$ cat src/rtl/cpx_divide.sv
// cpx_divide: iterative complex divider (x / y) with saturated fixed-point I/Q result.
// Define CPX_DIVIDE_ROUND_EN for round-half-away-from-zero instead of truncation.
module cpx_divide #(
   parameter int x_bits    = 12,
   parameter int y_bits    = 12,
   parameter int out_bits  = 16,
   parameter int frac_bits = 8
) (
   input  logic                       clk,
   input  logic                       rst,
   input  logic                       m_axis_x_tvalid,
   input  logic signed [x_bits-1:0]   xi,
   input  logic signed [x_bits-1:0]   xq,
   input  logic                       m_axis_y_tvalid,
   input  logic signed [y_bits-1:0]   yi,
   input  logic signed [y_bits-1:0]   yq,
   output logic                       m_axis_tready,
   output logic                       s_axis_i_tvalid,
   output logic signed [out_bits-1:0] i,
   output logic                       s_axis_q_tvalid,
   output logic signed [out_bits-1:0] q,
   input  logic                       s_axis_tready,
   output logic                       div_by_zero
);
   localparam int NW = x_bits + y_bits + 1;
   localparam int DW = 2 * y_bits + 1;
`ifdef CPX_DIVIDE_ROUND_EN
   localparam int LW = NW + frac_bits + 1;
`else
   localparam int LW = NW + frac_bits;
`endif
   localparam int CW = $clog2(LW);
   localparam logic [LW-1:0] MAXP = LW'(2 ** (out_bits - 1) - 1);
   localparam logic [LW-1:0] MINM = LW'(2 ** (out_bits - 1));

   typedef enum logic [1:0] {IDLE, MULT, DIV, DONE} state_t;
   state_t state, state_n;

   logic signed [x_bits-1:0] xi_r, xq_r;
   logic signed [y_bits-1:0] yi_r, yq_r;
   logic signed [NW-1:0]     ni, nq;
   logic [NW-1:0]            ai, aq;
   logic [DW-1:0]            den, den_r, ri, rq;
   logic [LW-1:0]            ei, eq, di, dq;
   logic                     si, sq, accept;
   logic [CW-1:0]            cnt;

   // One restoring step: remainder in the top DW bits, dividend/quotient shift register below.
   function automatic logic [DW+LW-1:0] step(input logic [DW-1:0] r, input logic [LW-1:0] d,
                                             input logic [DW-1:0] dn);
      logic [DW:0] t;
      logic        ge;
      t = {r, d[LW-1]};
      ge = t >= {1'b0, dn};
      step = {ge ? DW'(t - {1'b0, dn}) : t[DW-1:0], d[LW-2:0], ge};
   endfunction

   function automatic logic [out_bits-1:0] sat(input logic neg, input logic [LW-1:0] m);
      sat = neg ? (m >= MINM ? out_bits'(MINM) : out_bits'(-m))
                : (m > MAXP ? out_bits'(MAXP) : out_bits'(m));
   endfunction

   assign accept = m_axis_x_tvalid & m_axis_y_tvalid & m_axis_tready;
   assign s_axis_q_tvalid = s_axis_i_tvalid;

   always_comb begin
      ni = NW'(xi_r) * NW'(yi_r) + NW'(xq_r) * NW'(yq_r);
      nq = NW'(xq_r) * NW'(yi_r) - NW'(xi_r) * NW'(yq_r);
      den = DW'(yi_r) * DW'(yi_r) + DW'(yq_r) * DW'(yq_r);
      ai = ni[NW-1] ? -ni : ni;
      aq = nq[NW-1] ? -nq : nq;
`ifdef CPX_DIVIDE_ROUND_EN
      ei = LW'({ai, {frac_bits{1'b0}}}) + LW'(den >> 1);
      eq = LW'({aq, {frac_bits{1'b0}}}) + LW'(den >> 1);
`else
      ei = LW'({ai, {frac_bits{1'b0}}});
      eq = LW'({aq, {frac_bits{1'b0}}});
`endif
   end

   always_ff @(posedge clk) state <= rst ? IDLE : state_n;

   always_comb begin
      state_n = state;
      case (state)
         IDLE:    state_n = accept ? MULT : IDLE;
         MULT:    state_n = den == '0 ? DONE : DIV;
         DIV:     state_n = cnt == CW'(LW - 1) ? DONE : DIV;
         DONE:    state_n = s_axis_i_tvalid & s_axis_tready ? IDLE : DONE;
         default: state_n = IDLE;
      endcase
   end

   always_comb m_axis_tready = state == IDLE;

   always_ff @(posedge clk) begin
      if (rst) begin
         s_axis_i_tvalid <= 1'b0;
         i <= '0;
         q <= '0;
         div_by_zero <= 1'b0;
      end else begin
         case (state)
            IDLE: if (accept) begin
               xi_r <= xi;
               xq_r <= xq;
               yi_r <= yi;
               yq_r <= yq;
            end
            MULT: begin
               den_r <= den;
               di <= ei;
               dq <= eq;
               ri <= '0;
               rq <= '0;
               si <= ni[NW-1];
               sq <= nq[NW-1];
               cnt <= '0;
               div_by_zero <= den == '0;
            end
            DIV: begin
               {ri, di} <= step(ri, di, den_r);
               {rq, dq} <= step(rq, dq, den_r);
               cnt <= cnt + CW'(1);
            end
            DONE: if (!s_axis_i_tvalid) begin
               s_axis_i_tvalid <= 1'b1;
               i <= div_by_zero ? '0 : sat(si, di);
               q <= div_by_zero ? '0 : sat(sq, dq);
            end else if (s_axis_tready) s_axis_i_tvalid <= 1'b0;
            default: ;
         endcase
      end
   end
endmodule

$ cat config.mk
export PLATFORM = sky130hd
export DESIGN_NAME = cpx_divide
export DESIGN_NICKNAME = d
export VERILOG_FILES = /design/src/rtl/cpx_divide.sv
export SDC_FILE = /design/constraint.sdc
export NUM_CORES = 2
export LEC_CHECK = 0
export CAP_MARGIN = 20
export CELL_PAD_IN_SITES_DETAIL_PLACEMENT = 0
export CELL_PAD_IN_SITES_GLOBAL_PLACEMENT = 2
export CORE_MARGIN = 5
export CORE_UTILIZATION = 30
export CTS_CLUSTER_DIAMETER = 40
export DETAILED_ROUTE_END_ITERATION = 8
export PLACE_DENSITY_LB_ADDON = 0.1
export SLEW_MARGIN = 10
export SYNTH_ARGS = -nofsm -noshare
export SYNTH_HDL_FRONTEND = slang
export SYNTH_SLANG_ARGS = --single-unit
export TNS_END_PERCENT = 20
$ cat constraint.sdc
create_clock -name clk -period 8.7 [get_ports clk]
set_clock_uncertainty 0.05 [all_clocks]
set_input_delay 2.61 -clock clk [delete_from_list [all_inputs] [get_ports clk]]
set_output_delay 2.61 -clock clk [all_outputs]
set_load 0.03 [all_outputs]
== After elaboration in Yosys (flattened, before gate mapping) ==
Cells that the tools add are included.

* Register bits: 233
* Bits of input ports: 53
* Output and inout port bits: 36
* Logic and storage cells: 79

* $add $sub $neg: 10
* $mul: 6
* Order comparisons: 6
* Equal/unequal tests: 4
* Muxes and demuxes: 24
* Bitwise gates (word level): 5
* Reduce and logical (&&, ||, !) cells: 7

{| class="wikitable"
|+ Operators with widths
! kind !! count
|-
| multiplier 12 x 12 -> 24 bit || 6
|-
| one-hot mux 33 bit (2 select lines) || 2
|-
| 2-to-1 mux 16 bit || 8
|-
| 2-to-1 mux 25 bit || 4
|-
| one-hot mux 25 bit (2 select lines) || 2
|-
| >= comparator 33 x 16 -> 1 bit (second input constant) || 2
|-
| > comparator 33 x 15 -> 1 bit (second input constant) || 2
|-
| >= comparator 26 x 25 -> 1 bit || 2
|-
| adder 24 x 24 -> 25 bit || 2
|-
| negation 25 bit || 2
|-
| subtractor 25 bit || 2
|-
| negation 16 bit || 2
|-
| logical NOT 25 bit || 1
|-
| subtractor 24 x 24 -> 25 bit || 1
|-
| one-hot mux 6 bit (2 select lines) || 1
|-
| one-hot mux 2 bit (4 select lines) || 1
|-
| adder 6 x 1 -> 6 bit (second input constant) || 1
|-
| == test 6 bit (second input constant) || 1
|-
| AND reduction 2 bit || 3
|-
| 2-to-1 mux 1 bit || 5
|-
| == test 2 bit (second input constant) || 2
|-
| bitwise AND 1 bit || 3
|-
| AND reduction 3 bit || 1
|-
| == test 2 x 1 -> 1 bit (second input constant) || 1
|-
| 4 further kinds || 5
|}

== Depth between registers and ports, before layout ==
* Depth after elaboration: 5
* Mapped depth: 31
* Mapped depth without buffers: 27

== Worst setup path before layout ==
OpenSTA, ideal clock, no wires.

* Kind: input port to flip-flop
* Start point: input port rst
* End point: register cnt[0], enable pin
* Setup time: 620 ps
* Arrival: 8155 ps
* Data required time: 8030 ps
* Slack: -124 ps
* Stages on the path: 2
* Buffers on the path: 1
* Cell sequence: clkbuf_1 > nor2b_1

* Longest elaborated chain between the ends: 2

{| class="wikitable"
|+ RTL lines
! what !! RTL line !! RTL
|-
| start, declared || 10 || <nowiki>input logic rst,</nowiki>
|-
| inverter 1 bit (no source line) || n/a ||
|-
| AND reduction 2 bit (no source line) || n/a ||
|-
| end signal, assigned || 124 || <nowiki>cnt <= cnt + CW'(1);</nowiki>
|-
| end, declared || 46 || <nowiki>logic [CW-1:0] cnt;</nowiki>
|}

Every way passes these cells.
A chain may end at the register's enable or synchronous reset.

== Worst setup path after layout ==
* Start point: register xi_r[10]
* End point: register dq[32], data pin

* Longest elaborated chain between the ends: 5

{| class="wikitable"
|+ RTL lines
! what !! RTL line !! RTL
|-
| start, declared || 39 || <nowiki>logic signed [x_bits-1:0] xi_r, xq_r;</nowiki>
|-
| start signal, assigned || 105 || <nowiki>xi_r <= xi;</nowiki>
|-
| multiplier 12 x 12 -> 24 bit * || 68 || <nowiki>nq = NW'(xq_r) * NW'(yi_r) - NW'(xi_r) * NW'(yq_r);</nowiki>
|-
| subtractor 24 x 24 -> 25 bit * || 68 ||
|-
| negation 25 bit || 71 || <nowiki>aq = nq[NW-1] ? -nq : nq;</nowiki>
|-
| 2-to-1 mux 25 bit * || 71 ||
|-
| one-hot mux 33 bit (2 select lines) * || 103 || <nowiki>case (state)</nowiki>
|-
| end signal, assigned || 113 || <nowiki>dq <= eq;</nowiki>
|-
| end signal, assigned || 123 || <nowiki>{rq, dq} <= step(rq, dq, den_r);</nowiki>
|-
| end, declared || 44 || <nowiki>logic [LW-1:0] ei, eq, di, dq;</nowiki>
|}

Every way passes the cells marked *; elsewhere a longest branch is shown, timed or not.

==> impl_table.tex <==
\begin{tabular}{lr}
\hline
Metric & Value \\
\hline
\multicolumn{2}{l}{\textbf{Timing}} \\
Peak Freq & 0.1205 GHz \\
Number of setup violations in the final report & 0 \\
Time the final worst path needs with I/O delays and setup & 8300 ps \\
Setup ws final & 400.4 ps \\
Rel. slew slack & 26.62\% \\
Ratio of final minimum period to clock period & 95.40\% \\
Final hold violation count & 0 \\
RSZ-0062 raised after global routing & true \\
Number of slew-limit violations in the final report & 0 \\
Total negative setup slack & 0 ps \\
Worst-Margin Slew & 1101 ps \\
\multicolumn{2}{l}{\textbf{Yosys}} \\
Most area-hungry cell type in the Yosys netlist & fa\_1 \\
Synth warn & 0 \\
Number of flops mapped to enable cells by yosys & 197 \\
Synthesized instance count & 4,853 \\
Fraction of post-synthesis cell area in the top cell type by area & 40.88\% \\
Synth Cell Area & 0.04632 mm2 \\
Main synth FF type & edfxtp\_1 \\
Mean area per synthesized cell & 9.545 um2 \\
Synth cell types & 76 \\
FF+latch count, synth & 233 \\
Async set-reset flop share out of synthesis & 0\% \\
Top post-synthesis cells by area & fa\_1, edfxtp\_1, ha\_1 \\
Number of nets produced by synthesis & 6,195 \\
Portion of the post-synthesis area used by sequential elements & 14.33\% \\
\multicolumn{2}{l}{\textbf{Detailed routing}} \\
Drt wl/cell & 19.69 um \\
Number of nets with antenna violations after detailed routing & 0 \\
Routed via count & 32,440 \\
Detailed-routing iteration count for the pre-antenna-repair pass & 5 \\
Initial drt markers & 1,653 \\
Drt via density & 4.583 \\
Post-Route WL & 139.3 mm \\
Final routed DRC violation total & 0 \\
\multicolumn{2}{l}{\textbf{Critical path}} \\
Data required time at the worst endpoint & 9180 ps \\
R2R Setup Slk & 400 ps \\
CP Class & reg -> reg \\
Startpoint type of the worst setup path & register \\
Arrival @ worst endpoint & 8780 ps \\
Length in cells of the worst reg-to-reg path & 25 \\
Critical path peak fanout & 15 \\
Worst R2R End & dq[32]\$\_DFFE\_PP\_ \\
Kind of capture point of the worst setup path & register \\
Worst flop-to-flop path startpoint & xi\_r[10]\$\_DFFE\_PP\_ \\
\multicolumn{2}{l}{\textbf{Clock tree}} \\
Post-CTS Hold Buffers & 0 \\
Clock tree sinks & 233 \\
Deepest level of the CTS H-tree & 3 \\
TritonCTS clock tree & yes \\
Clock transition at the registers of the reported paths & 50 ps \\
Insertion delay to the later sink of the worst-skew pair & 660 ps \\
Buffer levels on the longest clock path & 3 \\
TritonCTS Buffers & 72 \\
Clock root buffer & clkbuf\_16 \\
\multicolumn{2}{l}{\textbf{Hold path}} \\
Worst hold stages & 2 \\
Min-delay src & i[14]\$\_SDFFE\_PP0P\_ \\
HP Class & reg -> reg \\
Hold path endpoint & i[14]\$\_SDFFE\_PP0P\_ \\
\multicolumn{2}{l}{\textbf{GRT}} \\
Congestion Overflow GR & 0 \\
Busiest grt layer & met2 \\
Maximum number of pins on one net before global-route repair & 69 \\
Initial antenna violation count & 5 \\
Global-route wire length before repair & 219.0 mm \\
GR Layer Usage met3 & 2.941\% \\
Number of global-route vias before repair & 35,470 \\
Global-route track usage on met2 & 27.99\% \\
Met1 demand-to-capacity share in global routing & 25.77\% \\
GRT Overall Usage & 17.68\% \\
\multicolumn{2}{l}{\textbf{Die}} \\
Total Die Area & 0.1624 mm2 \\
Cell row count & 144 \\
Effective utilization at floorplan & 30.11\% \\
X dimension of the die & 402.9 um \\
Number of I/O pins & 89 \\
Chip Height & 402.9 um \\
Floorplan Core Area & 0.1539 mm2 \\
\multicolumn{2}{l}{\textbf{Outcome}} \\
Status & complete, no violations \\
\multicolumn{2}{l}{\textbf{Placement}} \\
Number of port buffers & 88 \\
Final weighted congestion of routability-driven global placement & 0.8056 \\
Hpwl dp & 114.8 mm \\
Placed inst area & 0.05035 mm2 \\
Worst-case setup slack after placement & 80.88 ps \\
\multicolumn{2}{l}{\textbf{Run}} \\
MaxCap Viol Count & 0 \\
\multicolumn{2}{l}{\textbf{Finish}} \\
Layout Area Growth over Synthesis & 14.04\% \\
Share of layout cells above drive strength 1 & 6.021\% \\
Total non-filler cell area in the finished layout & 0.05282 mm2 \\
\# nets final & 6,316 \\
\hline
\end{tabular}
## routing by layer
layer,vias to the layer above,wire (um)
met2,479,63060
met1,16590,68120
met5,-,13
li1,15250,-
met3,120,6000
met4,2,2136
## cell families after synthesis
family	after synthesis	synth area share, %
multiplexers	28	0.6158
AO/OA/AOI/OAI	509	6.896
adder cells (fa/ha/maj)	1289	50.15
XOR/XNOR	193	3.649
flip-flops	233	14.33
AND/OR/NAND/NOR	1341	14.14
buffers and inverters	1260	10.23
## repair_timing
action,in CTS,in global routing
endpoints found under the setup margin,0,16
buffers inserted,0,3
resized for setup,0,4
## how the worst max path moves through the flow
stage / startpoint / end
floorplan: xi_r[11]$_DFFE_PP_ / dq[9]$_DFFE_PP_
global placement: xi_r[11]$_DFFE_PP_ / di[31]$_DFFE_PP_
detailed placement: xi_r[11]$_DFFE_PP_ / di[31]$_DFFE_PP_
CTS: xi_r[11]$_DFFE_PP_ / di[31]$_DFFE_PP_
global route: xi_r[3]$_DFFE_PP_ / dq[32]$_DFFE_PP_
finish: xi_r[10]$_DFFE_PP_ / dq[32]$_DFFE_PP_
## Yosys cell counts (9+ instances only)
master and number:
a21o_1 39, inv_1 1063, o31ai_1 9, ha_1 343, a21oi_1 164, nor2_1 201, and3_1 9, nor3_1 54
xor2_1 58, o21bai_1 11, a211oi_1 24, mux2i_1 24, nand4_1 22, and2_1 334, o211ai_1 13, edfxtp_1 197
a211o_1 9, nand2_1 503, nor4_1 16, nor2b_1 15, nand3_1 68, a31oi_1 30, clkbuf_1 183, fa_1 946
o21ai_0 115, or3_1 21, or4_1 13, nand2b_1 48, o21a_1 24, xnor2_1 135, dfxtp_1 36
## worst max-delay path, stage by stage (launching register included)
cell and delay, ps:
edfxtp_1 940, nand2_1 180, fa_1 570, inv_1 50, fa_1 480, inv_1 50, fa_1 470, fa_1 590
fa_1 450, fa_1 500, inv_1 60, fa_1 470, inv_1 40, ha_1 370, a21o_1 220, or4_1 480
o21ai_2 250, buf_4 170, nor3b_1 270, buf_4 190, o211ai_1 120, nor4bb_1 330, buf_4 180, nand3_1 60
o41ai_1 420, buf_4 180
## state kept, by name, summed over array words and instances, names as in the netlist
signal           cells
sq                   1
yq_r                12
den_r               25
cnt                  6
ri                  25
di                  33
s_axis_i_tvalid      1
yi_r                12
dq                  33
si                   1
div_by_zero          1
xq_r                12
q                   16
xi_r                12
state                2
rq                  25
i                   16
## cells in the final DEF, fill, tap and decap left out, types with 11 or more instances in the layout
cell type / instances
o211ai_1: 13
a21o_1: 39
dfxtp_1: 36
clkdlybuf4s50_1: 88
nor2_1: 201
o21bai_1: 11
a21oi_1: 163
clkbuf_16: 75
xor2_1: 58
o21a_1: 24
or3_1: 21
nand2_1: 503
fa_1: 946
nor3_1: 54
buf_4: 140
edfxtp_1: 197
nand3_1: 68
mux2i_1: 24
a211oi_1: 22
a31oi_1: 30
xnor2_1: 134
or4_1: 13
clkinv_2: 17
nand4_1: 22
and2_1: 334
nor4_1: 16
o21ai_0: 115
inv_1: 1063
buf_12: 12
ha_1: 342
nand2b_1: 48
nor2b_1: 13
## stage by stage
step,util (%),hold WS (ps),std cells
CTS,34.30,402.7,7073
detailed placement,32.72,396.4,6941
floorplan,-,439.3,4853
finish,34.33,400.6,7077
global placement,32.71,390.1,6940
global route,34.33,419.9,7076
## cell type report
class                           count  area, um2
Antenna cell                        1      2.502
Multi-Input combinational cell   3360      35010
Clock inverter                     49      519.2
Inverter                         1065       3998
Sequential cell                   233       6636
Tap cell                         2044       2557
Clock buffer                       83       1907
Fill cell                       16110     101000
Timing Repair Buffer              242       2198
Power is not shown: default switching activity piles up to over one toggle a cycle in this logic, so the estimate is an artifact.
==> patch: new RTL, config.mk and constraints unchanged <==
Build with the macro `CPX_DIVIDE_ROUND_EN` defined.
--- a/src/rtl/cpx_divide.sv
+++ b/src/rtl/cpx_divide.sv
@@ -2,2 +2,4 @@
 // Define CPX_DIVIDE_ROUND_EN for round-half-away-from-zero instead of truncation.
+`define CPX_DIVIDE_ROUND_EN
+
 module cpx_divide #(
Check against the original RTL: same outputs for any inputs over 4 cycles, from zero or initial values and one cycle with rst high; that may be too few to reach the edited logic, so the function may still have changed.
==> patch against the original RTL <==
  * Setup slack worse by 1100 ps
  * The flow now finishes with violations (setup timing)
  * Synthesized cell count is 5.8% higher
  * Die area is 4.7% higher
  * Sequential cell count is 2 higher
  * Routed wire length is 11% higher
  * Via count is 11% higher
  * First-iteration DRC count is 4.2% higher
  * Critical endpoint is now dq[25]$_DFFE_PP_
  * Sequential share of layout area is 1.5 points lower
  * Core utilization is 3.3 points higher
  * Final area is 14% higher
  * Synthesized area is 4.8% higher
  * Maximum frequency is 12% lower
Power is not shown: default switching activity piles up to over one toggle a cycle in this logic, so the estimate is an artifact.
==> patch: results (changes against the original RTL) <==
worst-path cell with the longest stage delay: fa_1 (was edfxtp_1)
vias in the first global route: 39200 (was 35500)
top fanout value on the critical path: 6 (was 15)
first-pass GRT wire length: 241000 µm (was 219000 µm)
Sum Neg Setup Slack: -12100 ps (was 0 ps)
layout cell share with drive strength beyond 1: 0.165 (was 0.0602)
proportion of synthesized chip area in sequential cells: 0.138 (was 0.143)
initial drt markers: 1723 (was 1653)
GRT Resource Usage Total: 0.187 (was 0.177)
setup ws final: -689 ps (was 400 ps)
Slew headroom: 0.445 (was 0.266)
drt total wl: 155000 µm (was 139000 µm)
status: finished with violations (was finished, final reports clean)
biggest regs: di x34, dq x34 (was di x33, dq x33)
synth top area cells: fa_1 (39%), edfxtp_1 (12%), ha_1 (9.8%) (was fa_1 (41%), edfxtp_1 (13%), ha_1 (9.3%))
HPWL Detailed: 130000 µm (was 115000 µm)
Reg2Reg Depth: 38 (was 25)
distinct cell type count after synthesis: 86 (was 76)
Vias: 36100 (was 32400)
number of buffers created by CTS: 70 (was 72)
Die Area: 170000 µm² (was 162000 µm²)
setup violators final: 27 (was 0)
gpl congestion: 0.793 (was 0.806)
pin count of the biggest net entering global routing: 70 (was 69)
Post-synth top cells: inv_1 (1091), fa_1 (948), nand2_1 (478), ha_1 (380), and2_1 (350) (was inv_1 (1063), fa_1 (946), nand2_1 (503), ha_1 (343), and2_1 (334))
Post-synth EDFFs: 199 (was 197)
initial antenna violation count: 8 (was 5)
failing checks: setup timing
Nets: 7181 (was 6316)
slowest cell delay on critical path: 570 ps (was 940 ps)
latest clock arrival within the worst-skew pair: 690 ps (was 660 ps)
Data arrival, critical path: 9730 ps (was 8780 ps)
==> patch: worst max-delay path: cells and delay by family (launching register included) <==
| family | cells | cell delay, ps |
|---|---|---|
| DFF | 1 | 440 |
| adders and majority gates | 9 | 4220 |
| xor gates and xnor gates | 2 | 220 |
| buffers and inverters | 9 | 1000 |
| AOI/OAI and AO/OA | 11 | 2180 |
| and+or+nand+nor | 7 | 1000 |
==> patch: path summary, 6_finish.rpt <==
check / endpoint / slack [ps] / startpoint
max reg2reg: dq[25]$_DFFE_PP_ / -690 / yi_r[2]$_DFFE_PP_
max: dq[25]$_DFFE_PP_ / -690 / yi_r[2]$_DFFE_PP_
min: i[15]$_SDFFE_PP0P_ / 430 / i[15]$_SDFFE_PP0P_
min reg2reg: i[15]$_SDFFE_PP0P_ / 430 / i[15]$_SDFFE_PP0P_
==> patch: through the flow <==
stage	util	std cells	setup slack, ps	instance area, µm²
3_5_place_dp	0.356	7848	-1080	57300
2_1_floorplan	-	5135	-654	49000
3_3_place_gp	0.356	7848	-1050	57300
6_report	0.376	8019	-689	60500
4_1_cts	0.373	7992	-851	59900
5_1_grt	0.376	8017	-1090	60500
==> patch: timing repair <==
item                       CTS  global route
buffers inserted            15            22
gates cloned                 0             3
pin swaps                   22            60
gates resized for setup     34            91
setup endpoints to repair   35            39
hold buffers                 0             0
==> patch: cells by family after synthesis <==
family	synth area share
AO/OA/AOI/OAI	0.0766
XOR/XNOR	0.0388
AND/OR/NAND/NOR	0.150
flip-flops	0.138
adder cells (fa/ha/maj)	0.489
multiplexers	0.00709
buffers and inverters	0.101
==> patch: metal layers <==
metal | wire length (µm) | share of wire | up-vias | GRT usage
met5 | 0 | 0 | - | 0
met4 | 2400 | 0.015 | 0 | 0.0343
met3 | 5560 | 0.036 | 98 | 0.0251
met2 | 73900 | 0.48 | 512 | 0.313
met1 | 73000 | 0.47 | 18000 | 0.261
li1 | - | - | 17400 | -
==> patch: area by class of cell <==
| cell class | count | area, µm² |
|---|---|---|
| Antenna cell | 2 | 5.00 |
| Clock buffer | 83 | 1860 |
| Clock inverter | 46 | 448 |
| Fill cell | 16500 | 100000 |
| Inverter | 1092 | 4120 |
| Multi-Input combinational cell | 3597 | 37600 |
| Sequential cell | 235 | 6700 |
| Tap cell | 2160 | 2700 |
| Timing Repair Buffer | 804 | 7030 |
